**config.mk**
```make
export PLATFORM = sky130hd
export DESIGN_NAME = led_sweep_event
export DESIGN_NICKNAME = d
export VERILOG_FILES = /design/src/rtl/led_event_pkg.sv /design/src/rtl/step_prescaler.sv /design/src/rtl/led_sweep_event.sv
export SDC_FILE = /design/constraint.sdc
export NUM_CORES = 1
export LEC_CHECK = 0
export ABC_AREA = 0
export BUFFER_PORTS_ARGS = -buffer_cell sky130_fd_sc_hd__buf_2
export CAP_MARGIN = 25
export CORE_AREA = 2 2 46 48
export CTS_BUF_LIST = sky130_fd_sc_hd__clkbuf_4 sky130_fd_sc_hd__clkbuf_8
export DETAILED_ROUTE_END_ITERATION = 7
export DIE_AREA = 0 0 48 50
export SLEW_MARGIN = 0
export SYNTH_ARGS = -nofsm -noshare
export SYNTH_HDL_FRONTEND = slang
export SYNTH_SLANG_ARGS = --single-unit
export TNS_END_PERCENT = 1
```
**constraint.sdc**
```tcl
create_clock -name clk -period 4.1 [get_ports clk]
set_clock_uncertainty 0.05 [all_clocks]
set_input_delay 0 -clock clk [delete_from_list [all_inputs] [get_ports clk]]
set_output_delay 0 -clock clk [all_outputs]
set_load 0.1 [all_outputs]
```
**src/rtl/led_event_pkg.sv**
```systemverilog
// Shared types and constants for the LED sweep event block.
package led_event_pkg;

  typedef enum logic [1:0] {
    ONESHOT = 2'd0,
    LOOP    = 2'd1,
    BOUNCE  = 2'd2
  } mode_t;

  typedef enum logic [1:0] {
    IDLE = 2'd0,
    RUN  = 2'd1,
    HOLD = 2'd2
  } state_t;

  localparam logic DIR_UP   = 1'b0;
  localparam logic DIR_DOWN = 1'b1;

  // The unused encoding 3 behaves as LOOP.
  function automatic mode_t decode_mode(input logic [1:0] raw);
    mode_t m;
    case (raw)
      2'd0:    m = ONESHOT;
      2'd2:    m = BOUNCE;
      default: m = LOOP;
    endcase
    return m;
  endfunction

endpackage

```
**src/rtl/step_prescaler.sv**
```systemverilog
// Divides the clock into sweep steps: tick fires on the last count while enabled.
module step_prescaler #(
  parameter int unsigned STEP_DIV = 1
) (
  input  logic clk,
  input  logic rst,
  input  logic en,
  input  logic clr,
  output logic tick
);

  localparam int unsigned DivW = (STEP_DIV > 1) ? $clog2(STEP_DIV) : 1;
  localparam logic [DivW-1:0] DivLast = DivW'(STEP_DIV - 1);

  logic [DivW-1:0] div_q, div_d;

  assign tick = en && (div_q == DivLast);

  always_comb begin
    div_d = div_q;
    if (clr || tick) begin
      div_d = '0;
    end else if (en) begin
      div_d = div_q + 1'b1;
    end
  end

  always_ff @(posedge clk or posedge rst) begin
    if (rst) begin
      div_q <= '0;
    end else begin
      div_q <= div_d;
    end
  end

endmodule

```
**src/rtl/led_sweep_event.sv**
```systemverilog
// Button-driven LED sweep: steps a lit position across the LEDs while the button is held.
module led_sweep_event
  import led_event_pkg::*;
#(
  parameter int unsigned N_LEDS   = 8,
  parameter int unsigned STEP_DIV = 1
) (
  input  logic              clk,
  input  logic              rst,
  input  logic              button_inp,
  input  logic [1:0]        mode,
  input  logic              fill,
  output logic [N_LEDS-1:0] led,
  output logic              busy,
  output logic              done
);

  localparam int unsigned PosW = $clog2(N_LEDS);
  localparam logic [PosW-1:0] PosLast = PosW'(N_LEDS - 1);

  state_t          state_q, state_d;
  mode_t           mode_q, mode_d;
  logic            btn_q;
  logic [PosW-1:0] pos_q, pos_d;
  logic            dir_q, dir_d;
  logic            fill_q, fill_d;
  logic            done_q, done_d;
  logic            step_en, step_tick;
  logic [N_LEDS-1:0] pattern;

  // Prescaler only counts while actively sweeping; a release on a step edge suppresses the step.
  assign step_en = (state_q == RUN) && btn_q;

  step_prescaler #(
    .STEP_DIV(STEP_DIV)
  ) u_step_prescaler (
    .clk (clk),
    .rst (rst),
    .en  (step_en),
    .clr (!step_en),
    .tick(step_tick)
  );

  always_comb begin
    state_d = state_q;
    pos_d   = pos_q;
    dir_d   = dir_q;
    mode_d  = mode_q;
    fill_d  = fill_q;
    done_d  = 1'b0;
    unique case (state_q)
      IDLE: begin
        pos_d = '0;
        dir_d = DIR_UP;
        if (btn_q) begin
          state_d = RUN;
          mode_d  = decode_mode(mode);
          fill_d  = fill;
        end
      end
      RUN: begin
        if (!btn_q) begin
          state_d = IDLE;
          pos_d   = '0;
          dir_d   = DIR_UP;
        end else if (step_tick) begin
          unique case (mode_q)
            ONESHOT: begin
              if (pos_q == PosLast) begin
                state_d = HOLD;
                done_d  = 1'b1;
              end else begin
                pos_d = pos_q + 1'b1;
              end
            end
            BOUNCE: begin
              if (dir_q == DIR_UP) begin
                pos_d = pos_q + 1'b1;
                if (pos_q == PosLast - 1'b1) dir_d = DIR_DOWN;
              end else begin
                pos_d = pos_q - 1'b1;
                if (pos_q == PosW'(1)) begin
                  dir_d  = DIR_UP;
                  done_d = 1'b1;
                end
              end
            end
            default: begin
              if (pos_q == PosLast) begin
                pos_d  = '0;
                done_d = 1'b1;
              end else begin
                pos_d = pos_q + 1'b1;
              end
            end
          endcase
        end
      end
      HOLD: begin
        if (!btn_q) begin
          state_d = IDLE;
          pos_d   = '0;
          dir_d   = DIR_UP;
        end
      end
      default: state_d = IDLE;
    endcase
  end

  always_ff @(posedge clk or posedge rst) begin
    if (rst) begin
      state_q <= IDLE;
      btn_q   <= 1'b0;
      pos_q   <= '0;
      dir_q   <= DIR_UP;
      mode_q  <= ONESHOT;
      fill_q  <= 1'b0;
      done_q  <= 1'b0;
    end else begin
      state_q <= state_d;
      btn_q   <= button_inp;
      pos_q   <= pos_d;
      dir_q   <= dir_d;
      mode_q  <= mode_d;
      fill_q  <= fill_d;
      done_q  <= done_d;
    end
  end

  always_comb begin
    pattern = '0;
    if (state_q != IDLE) begin
      for (int unsigned i = 0; i < N_LEDS; i++) begin
        pattern[i] = fill_q ? (PosW'(i) <= pos_q) : (PosW'(i) == pos_q);
      end
    end
  end

  // Gating on the raw input blanks the LEDs in the very cycle the button is released.
  assign led  = pattern & {N_LEDS{button_inp}};
  assign busy = (state_q != IDLE);
  assign done = done_q;

endmodule

```
==> qor.yml <==
status: "finished clean"
regArea_um2: 300
cts.sinks: 12
clkLatencyLatePin_ns: 0.27
synth_area_leaders: "dfrtp_1 (38%), ha_1 (9.4%), mux2_2 (7.0%)"
synth-seq-cells: 12
pin_count: 16
ant_nets: 0
tritoncts: "built"
core_mm2: 0.00190
first_pass_iters: 3
grt_max_degree: 13
antenna_found_initial: 0
critPathMaxFanout: 8
synth.distinct_cells: 33
yosysTopAreaCell: "dfrtp_1"
ys_seq_area_frac: 0.376
routed_wl_mm: 1.57
cts_buffers: 3
r2r-start: "pos_q[1]"
hold_violations: 0
tns_ns: 0
grtUsageMet3: 0.0330
n_antenna_cell: 0
place_ws_ns: 1.94
first_iter_violations: 2
crit_type: "reg -> reg"
ys.flop_type: "dfrtp_1"
synth_area_um2: 800
async_flop_share: 1.00
postSynthAreaPerCell_um2: 9.63
r2r_end: "pos_q[1]"
fmax_mhz: 466
gp_congestion: 0.739
yosysMostFrequentCell: "dfrtp_1"
drv_cap: 0
dieHeight_um: 50
nFillCells: 178
cts_buffer_depth: 2
startpoint_type: "flip-flop"
drive_above_1_share: 0.250
p_switching_w: 0.0000798
grt_pass1_wl_mm: 2.82
overflow: 0
p_int_w: 0.000199
setup_slack_ns: 1.95
drcViolationCount: 0
yosysWarnings: 0
reg2reg_setup_slack_ns: 1.95
p_seq_frac: 0.490
grtUsageMet1: 0.239
period_share: 0.523
power.leakage_nw: 0.456
crit_path_end: "pos_q[1]"
area_delta_synth_final_pct: 22.2
rows: 16
ctsResizeCount: 0
placed_cells: 123
worstRegToRegCells: 5
pwr-share-comb: 0.179
dp_hpwl_mm: 1.23
setup_viol: 0
ys_top_cells_by_count: "dfrtp_1 (12), a21oi_1 (7), ha_1 (6), nand2b_1 (6)"
synth_cells: 83
synth_top_area_frac: 0.376
fin_area_um2: 977
cts_root_buffer: "clkbuf_4"
placed_cell_area_um2: 901
start_util: 0.420
fin_crit_ns: 2.15
vdd_drop_max_v: 0.000185
wl_per_cell_um: 11.9
multi_input_area_um2: 473
endpoint_kind: "flip-flop"
final_nets: 117
swShare: 0.287
htreeDepth: 1
die_x_um: 48
first_global_vias: 656
slew_violations: 0
worst_ep_required_time_ns: 4.20
crit_start: "pos_q[1]"
numPortBuffers: 15
hold_class: "in -> reg"
use_met2: 0.247
synth_fp_nets: 95
clk_pin_slew_ns: 0.08
via_per_inst: 5.08
via_count: 665
crit_arrival_ns: 2.25
rsz0062_at_grt: "no"
powerDensity_mw_per_mm2: 285
die-area_mm2: 0.00240
grt-busiest-layer: "met2"
p_clk_frac: 0.330
grt_use_total: 0.169
fin_cells: 131
synth-edff-count: 0
final_util: 0.514
state kept, by name, summed over array words and instances (netlist names):
name                    flops
pos_q                       3
btn_q                       1
fill_q                      1
state_q                     2
u_step_prescaler.div_q      1
dir_q                       1
done                        1
mode_q                      2
cells in the final DEF (no fill, tap or decap), types with 2 or more instances in the layout:
cell and instances:
dlygate4sd3_1 4, clkbuf_4 3, nor2_1 3, nand3b_1 2, nand2_1 3, buf_2 15, a31oi_1 2, o21ai_0 4
nor3_1 2, inv_1 5, nand3_1 2, and4b_1 2, nor2b_1 2, mux2i_1 2, mux2_2 5, a21oi_1 7
dfrtp_1 12, ha_1 6, nand2b_1 6
how the worst min path moves through the flow:
stage / start / end / slack, ns / cells past startpoint
3_3_place_gp: rst / u_step_prescaler.div_q / -0.03 / 2
5_1_grt: mode[1] / mode_q[1] / 0.03 / 3
3_5_place_dp: rst / btn_q / -0.02 / 2
4_1_cts: mode[1] / mode_q[1] / 0.02 / 3
6_report: mode[1] / mode_q[1] / 0.02 / 3
2_1_floorplan: rst / btn_q / -0.19 / 1
critical path, stage by stage, from the launching register on:
cell and delay [ns]:
dfrtp_1 0.47, ha_1 0.19, ha_1 0.21, or3b_4 0.41
o211ai_1 0.32, mux2_2 0.38
cell families (layout without fill, tap and decap cells):
logic type	Yosys count	count (layout)	synth area share
and+or+nand+nor	29	29	0.230
AOI/OAI and AO/OA	20	20	0.157
DFF	12	12	0.376
muxes	7	7	0.0955
buffers and inverters	7	28	0.0329
adders and majority gates	6	6	0.0939
other	1	1	0.00469
xor gates and xnor gates	1	1	0.0110
routing by layer:
layer  routed length (µm)  up-vias
met5                    0        -
met4                   16        0
met3                   31        4
met2                  755        9
met1                  761      308
li1                     -      344
through the flow:
| step | total power, W | hold WS, ns |
|---|---|---|
| after floorplan | 0.000174 | -0.185 |
| after global placement | 0.000186 | -0.0331 |
| after detailed placement | 0.000186 | -0.0208 |
| after CTS | 0.000283 | 0.0164 |
| after global routing | 0.000297 | 0.0283 |
| final | 0.000279 | 0.0199 |
cell type report:
cell class | instances | share of cell area
inverters | 5 | 0.0192
well taps | 27 | 0.0346
clock buffers | 4 | 0.0371
flip-flops and latches | 12 | 0.307
repair buffers | 19 | 0.118
multi-input cells | 64 | 0.484
power by group through the flow:
stage,logic (W),registers (W),clock network (W)
after global placement,0.0000475,0.000138,0
after floorplan,0.0000389,0.000135,0
after global routing,0.0000548,0.000139,0.000103
final,0.0000500,0.000137,0.0000919
after CTS,0.0000508,0.000136,0.0000953
after detailed placement,0.0000475,0.000139,0
what timing repair did:
item / 4_1_cts / 5_1_grt
setup endpoints to repair: 0 / 0
hold endpoints to repair: 15 / 0
hold buffers: 4 / 0
buffers inserted: 0 / 0
Note: power is estimated with default switching activity, not from simulation.
